`src/rtl/rally_sequencer.sv`:
```
// rtl/rally_sequencer.sv - match-level serve/rally/point/game-over sequencer for the paddle game
//
// Drives the ball datapath through the serve, rally, point and game-over phases.
// It decides when the ball launches and in which direction, turns miss/hit events
// from the ball engine into scores, and detects the winner of the match.
//
// Ports
//   clk_i           system clock
//   rst_i           synchronous reset, active-high
//   frame_tick_i    one-cycle pulse once per video frame
//   mode_i          00 tennis, 01 soccer, 10 squash, 11 practice (latched at match start)
//   serve_type_i    0 auto serve, 1 manual serve (latched at match start)
//   serve_i         serve button level; rising edge detected internally
//   miss_left_i     pulse: ball crossed the left boundary
//   miss_right_i    pulse: ball crossed the right boundary
//   hit_p1_i        pulse: ball struck paddle 1
//   hit_p2_i        pulse: ball struck paddle 2
//   ball_hold_o     1 = ball parked at the serve position
//   ball_launch_o   one-cycle pulse starting ball motion
//   serve_dir_o     0 = ball leaves toward right (P1 serves), 1 = toward left
//   p1_score_o      player 1 score
//   p2_score_o      player 2 score
//   game_over_o     match finished
//   winner_o        0 = P1, 1 = P2; valid while game_over_o is high
//   phase_o         IDLE 0, SERVE 1, RALLY 2, POINT 3, OVER 4

module rally_sequencer #(
    parameter int unsigned WIN_SCORE   = 15,
    parameter int unsigned SERVE_DELAY = 60,
    parameter int unsigned POINT_HOLD  = 30,
    parameter int unsigned SCORE_W     = 6
) (
    input  logic               clk_i,
    input  logic               rst_i,
    input  logic               frame_tick_i,
    input  logic [1:0]         mode_i,
    input  logic               serve_type_i,
    input  logic               serve_i,
    input  logic               miss_left_i,
    input  logic               miss_right_i,
    input  logic               hit_p1_i,
    input  logic               hit_p2_i,
    output logic               ball_hold_o,
    output logic               ball_launch_o,
    output logic               serve_dir_o,
    output logic [SCORE_W-1:0] p1_score_o,
    output logic [SCORE_W-1:0] p2_score_o,
    output logic               game_over_o,
    output logic               winner_o,
    output logic [2:0]         phase_o
);

    // One frame counter serves both the auto-serve delay and the point hold,
    // so it is sized for the longer of the two.
    localparam int unsigned MAX_WAIT = (SERVE_DELAY > POINT_HOLD) ? SERVE_DELAY : POINT_HOLD;
    localparam int unsigned CNT_W    = (MAX_WAIT < 1) ? 1 : $clog2(MAX_WAIT + 1);

    localparam logic [CNT_W-1:0]   SERVE_CNT = CNT_W'(SERVE_DELAY);
    localparam logic [CNT_W-1:0]   HOLD_CNT  = CNT_W'(POINT_HOLD);
    localparam logic [SCORE_W-1:0] WIN_CNT   = SCORE_W'(WIN_SCORE);

    localparam logic [1:0] MODE_SQUASH   = 2'b10;
    localparam logic [1:0] MODE_PRACTICE = 2'b11;

    typedef enum logic [2:0] {
        ST_IDLE  = 3'd0,
        ST_SERVE = 3'd1,
        ST_RALLY = 3'd2,
        ST_POINT = 3'd3,
        ST_OVER  = 3'd4
    } state_e;

    state_e             state_q, state_d;
    logic               serve_q;
    logic [1:0]         mode_q, mode_d;
    logic               manual_q, manual_d;
    logic               server_q, server_d;
    logic               last_hitter_q, last_hitter_d;
    logic [CNT_W-1:0]   cnt_q, cnt_d;
    logic [SCORE_W-1:0] p1_q, p1_d;
    logic [SCORE_W-1:0] p2_q, p2_d;
    logic               hold_q, hold_d;
    logic               launch_q, launch_d;
    logic               dir_q, dir_d;
    logic               over_q, over_d;
    logic               winner_q, winner_d;

    logic               serve_rise;
    logic               launch_now;
    logic               award_p1;
    logic               award_p2;
    logic [CNT_W-1:0]   cnt_inc;
    logic [SCORE_W-1:0] p1_inc;
    logic [SCORE_W-1:0] p2_inc;

    always_comb begin
        serve_rise    = serve_i & ~serve_q;
        cnt_inc       = cnt_q + 1'b1;
        p1_inc        = p1_q + 1'b1;
        p2_inc        = p2_q + 1'b1;
        launch_now    = 1'b0;
        award_p1      = 1'b0;
        award_p2      = 1'b0;

        state_d       = state_q;
        mode_d        = mode_q;
        manual_d      = manual_q;
        server_d      = server_q;
        last_hitter_d = last_hitter_q;
        cnt_d         = cnt_q;
        p1_d          = p1_q;
        p2_d          = p2_q;
        hold_d        = hold_q;
        launch_d      = 1'b0;
        dir_d         = dir_q;
        over_d        = over_q;
        winner_d      = winner_q;

        case (state_q)
            ST_IDLE, ST_OVER: begin
                // A new match always opens with P1 serving from 0-0.
                if (serve_rise) begin
                    mode_d   = mode_i;
                    manual_d = serve_type_i;
                    p1_d     = '0;
                    p2_d     = '0;
                    over_d   = 1'b0;
                    winner_d = 1'b0;
                    server_d = 1'b0;
                    dir_d    = 1'b0;
                    cnt_d    = '0;
                    hold_d   = 1'b1;
                    state_d  = ST_SERVE;
                end
            end

            ST_SERVE: begin
                if (manual_q) begin
                    launch_now = serve_rise;
                end else if (frame_tick_i) begin
                    cnt_d      = cnt_inc;
                    launch_now = (cnt_inc == SERVE_CNT);
                end
                if (launch_now) begin
                    launch_d = 1'b1;
                    hold_d   = 1'b0;
                    cnt_d    = '0;
                    state_d  = ST_RALLY;
                end
            end

            ST_RALLY: begin
                if (hit_p1_i) begin
                    last_hitter_d = 1'b0;
                end
                if (hit_p2_i) begin
                    last_hitter_d = 1'b1;
                end
                // miss_left takes precedence when both boundaries fire together,
                // so only one point is ever awarded per rally.
                if (miss_left_i | miss_right_i) begin
                    hold_d  = 1'b1;
                    cnt_d   = '0;
                    state_d = ST_POINT;
                    case (mode_q)
                        MODE_PRACTICE: begin
                            server_d = 1'b0;
                        end
                        MODE_SQUASH: begin
                            // The player who did not strike last takes the point;
                            // the last striker lost the rally and serves next.
                            award_p1 = last_hitter_q;
                            award_p2 = ~last_hitter_q;
                            server_d = last_hitter_q;
                        end
                        default: begin
                            award_p2 = miss_left_i;
                            award_p1 = ~miss_left_i;
                            server_d = ~miss_left_i;
                        end
                    endcase
                    if (award_p1) begin
                        p1_d = p1_inc;
                        if (p1_inc == WIN_CNT) begin
                            state_d  = ST_OVER;
                            over_d   = 1'b1;
                            winner_d = 1'b0;
                        end
                    end
                    if (award_p2) begin
                        p2_d = p2_inc;
                        if (p2_inc == WIN_CNT) begin
                            state_d  = ST_OVER;
                            over_d   = 1'b1;
                            winner_d = 1'b1;
                        end
                    end
                end
            end

            ST_POINT: begin
                if (frame_tick_i) begin
                    cnt_d = cnt_inc;
                    if (cnt_inc == HOLD_CNT) begin
                        cnt_d   = '0;
                        dir_d   = server_q;
                        state_d = ST_SERVE;
                    end
                end
            end

            default: begin
                state_d = ST_IDLE;
                hold_d  = 1'b1;
            end
        endcase
    end

    always_ff @(posedge clk_i) begin
        if (rst_i) begin
            state_q       <= ST_IDLE;
            // Reset to 1 so a button held through reset does not count as a press.
            serve_q       <= 1'b1;
            mode_q        <= 2'b00;
            manual_q      <= 1'b0;
            server_q      <= 1'b0;
            last_hitter_q <= 1'b0;
            cnt_q         <= '0;
            p1_q          <= '0;
            p2_q          <= '0;
            hold_q        <= 1'b1;
            launch_q      <= 1'b0;
            dir_q         <= 1'b0;
            over_q        <= 1'b0;
            winner_q      <= 1'b0;
        end else begin
            state_q       <= state_d;
            serve_q       <= serve_i;
            mode_q        <= mode_d;
            manual_q      <= manual_d;
            server_q      <= server_d;
            last_hitter_q <= last_hitter_d;
            cnt_q         <= cnt_d;
            p1_q          <= p1_d;
            p2_q          <= p2_d;
            hold_q        <= hold_d;
            launch_q      <= launch_d;
            dir_q         <= dir_d;
            over_q        <= over_d;
            winner_q      <= winner_d;
        end
    end

    assign ball_hold_o   = hold_q;
    assign ball_launch_o = launch_q;
    assign serve_dir_o   = dir_q;
    assign p1_score_o    = p1_q;
    assign p2_score_o    = p2_q;
    assign game_over_o   = over_q;
    assign winner_o      = winner_q;
    assign phase_o       = state_q;

endmodule

```
`config.mk`:
```
export PLATFORM = sky130hd
export DESIGN_NAME = rally_sequencer
export DESIGN_NICKNAME = d
export VERILOG_FILES = /design/src/rtl/rally_sequencer.sv
export SDC_FILE = /design/constraint.sdc
export NUM_CORES = 1
export LEC_CHECK = 0
export BUFFER_PORTS_ARGS = -buffer_cell sky130_fd_sc_hd__buf_4
export CAP_MARGIN = 30
export CORE_UTILIZATION = 39
export CTS_CLUSTER_SIZE = 20
export DETAILED_ROUTE_END_ITERATION = 8
export PLACE_DENSITY = 0.7
export SKIP_CTS_REPAIR_TIMING = 1
export SLEW_MARGIN = 5
export SYNTH_ARGS = -nofsm -noshare
export SYNTH_HDL_FRONTEND = slang
export SYNTH_SLANG_ARGS = --single-unit
```
`constraint.sdc`:
```
create_clock -name clk_i -period 2.95 [get_ports clk_i]
set_clock_uncertainty 0.05 [all_clocks]
set_input_delay 0 -clock clk_i [delete_from_list [all_inputs] [get_ports clk_i]]
set_output_delay 0 -clock clk_i [all_outputs]
set_load 0.1 [all_outputs]
```
* Yosys cells after proc, flatten, opt, wreduce, memory -nomap -nowiden
Index checks and enable logic that the tools add are counted.
** Operators by class
- Add/sub/neg operators :: 3
- Equality and inequality tests :: 19
- Multiplexer cells :: 57
- Bitwise gates (word level) :: 7
- Reductions and logical operators :: 16
** Operators by type and width (count)
- 2-to-1 mux 6 bit :: 11
- 2-to-1 mux 3 bit :: 9
- 2-to-1 mux 1 bit :: 26
- one-hot mux 6 bit (2 select lines) :: 2
- one-hot mux 6 bit (4 select lines) :: 1
- adder 6 x 1 -> 6 bit (second input constant) :: 3
- AND reduction 4 bit :: 4
- inequality test 2 bit (second input constant) :: 7
- == test 6 x 4 -> 1 bit (second input constant) :: 2
- one-hot mux 1 bit (2 select lines) :: 6
- one-hot mux 3 bit (4 select lines) :: 1
- == test 3 x 2 -> 1 bit (second input constant) :: 2
- == test 6 x 5 -> 1 bit (second input constant) :: 1
- == test 6 bit (second input constant) :: 1
- inequality test 3 bit (second input constant) :: 2
- AND reduction 6 bit :: 1
- nonzero test 2 bit :: 3
- inverter 1 bit :: 5
- AND reduction 5 bit :: 1
- == test 2 bit (second input constant) :: 2
- one-hot mux 1 bit (4 select lines) :: 1
- AND reduction 2 bit :: 2
- nonzero test 4 bit :: 1
- OR reduction 2 bit :: 2
- 6 further kinds :: 6
** Word-level totals
- Flip-flop bits (word level) :: 32
- Logic and storage cells :: 116

* Longest topological paths before layout
- Depth after elaboration :: 9
- Gate-level depth with buffers :: 8

* Worst setup path after synthesis
No wires, ideal clock.
- Path type :: reg-to-reg
- Start point :: register state_q[0], in the netlist phase_o[0]
- End point :: register cnt_q[4]
- Library setup time :: 0.074 ns
- Arrival time :: 2.577 ns
- Required time :: 2.826 ns
- Path slack :: 0.248 ns
- Stages on the path, launching flop included :: 8
- Path buffers :: 1
- Cells stage by stage :: dfxtp_1 > buf_4 > and2b_2 > a21o_1 > mux2i_1 > a21o_1 > or4_1 > a31oi_1
** On the way
- Cells in the longest elaborated chain, start to end :: 4
** RTL lines
- from (decl) :: line 73 : state_e state_q, state_d;
- from (signal assigned) :: line 237 : state_q <= state_d;
- == test 3 bit / logical NOT 3 bit (equally long branches) :: line 119 : case (state_q)
- OR reduction 2 bit :: line 119
- nonzero test 4 bit (no source line) / inequality test 2 bit (equally long branches)
- AND reduction 6 bit (no source line)
- to (signal assigned) :: line 243 : cnt_q <= cnt_d;
- to (decl) :: line 79 : logic [CNT_W-1:0] cnt_q, cnt_d;
Several ways; a longest one is shown, not always the timed one.
A chain may end at the register's enable or synchronous reset.

* Worst setup path after layout
- Start point :: register state_q[1], in the netlist phase_o[1]
- End point :: register cnt_q[5]
Same word-level chain as after synthesis.

==> impl_metrics.csv <==
group,metric,value,unit
global_route,grt_antenna_before_repair,0,
finish,ff_latch_area,640.6,sq um
power_and_ir_drop,power.density,536.4,nW/um^2
route,drtIter0Drc,110,
floorplan,die-area,5143,sq um
worst_setup_path,cpLargestDelayFamily,"simple AND/OR/NAND/NOR gates",
placement,io_buffers,30,
synth,yosysSeqAreaShare,33.80,%
timing,fin_hold_ws,-0.009651,ns
timing,slew_viol_final,0,
route,drt-vias-per-instance,5.590,
route,drc_errors,0,
worst_setup_path,path_class,"flip-flop to flip-flop",
timing,fin_crit_sh,84.15,%
placement,place_hpwl,3021,microns
power_and_ir_drop,ir_worst_vdd,0.3113,mV
synth,synthTopCellsByArea,"dfxtp_1, a21oi_1, nor2_1",
flow_run,maxCapViolCount,0,
hold_path,min_from,"hit_p1_i",
synth,synth.distinct_cells,52,
route,ant_nets,0,
synth,synth-seq-cells,32,
synth,syn-num-nets,255,
route,drt_wl_total,4347,microns
timing,fmax,402.8,MHz
clock_tree,ctsRootBufferMaster,"clkbuf_8",
worst_setup_path,worstSetupEndpointType,"flip-flop",
synth,syn_area,1896,sq um
worst_setup_path,startpoint_type,"flip-flop",
power_and_ir_drop,p_leak,0.8950,nW
timing,finalHoldViolations,1,
floorplan,core_area,4504,sq um
worst_setup_path,cp_data_arrival_time,2.66,ns
finish,drive_above_1_share,18.75,%
floorplan,start_util,42.08,%
timing,final-setup-viol-count,0,
synth,syn_area_per_cell,7.998,sq um
timing,grt_setup_unrepaired,"false",
clock_tree,cts.sinks,32,
outcome,outcome,"complete, but fails checks",
synth,synth-async-reset-ratio,0,%
timing,tns,0,ns
finish,diodes,0,
finish,stdcell_count,324,
global_route,gr-total-overflow,0,
worst_setup_path,worst-path-buf-inv,0,
clock_tree,clock_path_buffers,2,
worst_setup_path,slowest_delay,0.72,ns
finish,final_core_util,50.97,%
synth,post-synth-top-area-fraction,33.80,%
power_and_ir_drop,p_total,1.232,mW
hold_path,hp-class,"input port to flip-flop",
placement,gp_congestion,0.8276,
finish,multiInputGateArea,1192,sq um
finish,fill_cells,443,
placement,dp.cells,311,
clock_tree,htreeDepth,2,
route,drtPass1Iterations,4,
clock_tree,clkLatencyLatePin,0.29,ns
worst_setup_path,cp_max_fo,16,
floorplan,rows,24,
route,vias,1811,
worst_setup_path,crit_chain,"nor3b_2, a221oi_2, a21o_1, or3_1, a211o_1, a21oi_1",
worst_setup_path,rrSetupSlack,0.47,ns
finish,fin_nets,289,
worst_setup_path,critPathSlowestCell,"dfxtp_1",
timing,finalCriticalPeriod,2.483,ns
synth,synth-edff-count,0,
synth,dominantRegCellSynth,"dfxtp_1",
outcome,violations,"negative hold slack",
global_route,grt_start_max_net_pins,32,
floorplan,fp.dieH,71.72,microns
synth,yosys_warnings,0,
timing,slew_headroom,57.57,%
floorplan,die_w,71.72,microns
finish,area_growth,21.12,%
clock_tree,cts_buffers,5,
clock_tree,clkTransAtPathRegs,0.07,ns
floorplan,ios,31,
global_route,gr-usage-all-layers,17.30,%
timing,worst_slew_pin_slew,0.6310,ns
global_route,grt_pass1_wl,6906,microns
clock_tree,cts_tree,"yes",
synth,syn_inst,237,
worst_setup_path,crit_start,"phase_o[1]",
worst_setup_path,cp_data_required_time,3.13,ns
worst_setup_path,worstReg2RegStart,"phase_o[1]",
synth,yosysTopAreaCell,"dfxtp_1",
global_route,grt_pass1_vias,1551,
route,avgRoutedWirePerCell,13.42,microns
## cells in the mapped netlist (4+ instances only)
master    count
a21o_1        4
a21oi_1      26
a31oi_1       4
clkbuf_1      6
dfxtp_1      32
ha_1          7
inv_1         6
mux2i_1       4
nand2_1      21
nand2b_1      4
nand3_1      13
nand4_1       4
nor2_1       26
nor2b_1       4
nor3_1        4
o21ai_0       8
or2_2         5
or3_1         6
xor2_1        5
## cells in the final DEF (no fill, tap or decap), types with 4 or more instances in the layout
master,Yosys,layout
nor2b_1,4,4
ha_1,7,7
nand3_1,13,13
xor2_1,5,5
clkbuf_8,0,6
nor2_1,26,26
nor3_1,4,4
nand2b_1,4,4
a31oi_1,4,4
mux2i_1,4,4
inv_1,6,6
or3_1,6,6
buf_4,1,31
nand4_1,4,4
dfxtp_1,32,32
or2_2,5,5
a21o_1,4,4
nand2_1,21,21
o21ai_0,8,8
dlygate4sd3_1,0,5
a21oi_1,26,26
## metal layers
metal  GRT usage [%]  part of all wire [%]  wire [microns]
met5               0                     0               0
met2           26.73                    45            1972
met4           8.279                   1.6              70
met3           5.204                   4.2             181
met1           22.03                    49            2122
## state kept, by name (all words and copies together), names as in the netlist
name / flops
cnt_q: 6
p1_score_o: 6
p2_score_o: 6
phase_o: 3
mode_q: 2
ball_hold_o: 1
ball_launch_o: 1
game_over_o: 1
last_hitter_q: 1
manual_q: 1
serve_dir_o: 1
serve_q: 1
server_q: 1
winner_o: 1
## report_power, final
part           switching, mW  internal, mW
combinational          0.256         0.116
sequential            0.0415         0.455
clock                  0.177         0.186
## through the flow
step                worst slack [ns]  cell area (sq um)
floorplan                     0.2483               1896
global placement              0.5964               2153
detailed placement            0.4987               2153
CTS                           0.4733               2246
global route                  0.3123               2296
finish                        0.4675               2296
## cell families (layout without fill, tap and decap cells)
logic type | after synthesis | after routing | synth area share (%)
AOI/OAI and AO/OA | 64 | 64 | 21.72
xor gates and xnor gates | 6 | 6 | 2.772
adders and majority gates | 7 | 7 | 4.620
buffers and inverters | 15 | 50 | 3.300
DFF | 32 | 32 | 33.80
muxes | 4 | 4 | 2.112
and+or+nand+nor | 109 | 109 | 31.68
## path summary, 6_finish.rpt
kind / cells past startpoint / to
worst max-delay path: 6 / cnt_q[5]
worst min-delay path: 4 / last_hitter_q
worst max register to register: 6 / cnt_q[5]
worst min register to register: 2 / mode_q[1]
## worst register-to-register path, stage by stage, from the launching register on
cell	delay [ns]
dfxtp_1	0.72
nor3b_2	0.44
a221oi_2	0.14
a21o_1	0.29
or3_1	0.39
a211o_1	0.26
a21oi_1	0.13
## cell type report
cell class              count  share of cell area, %
multi-input cells         190                  51.93
flip-flops and latches     32                  27.90
repair buffers             36                  12.32
clock buffers               6                  3.597
well taps                  52                  2.834
inverters                   6                 0.9809
clock inverters             2                 0.4360
Power figures use the tool's default switching activity.
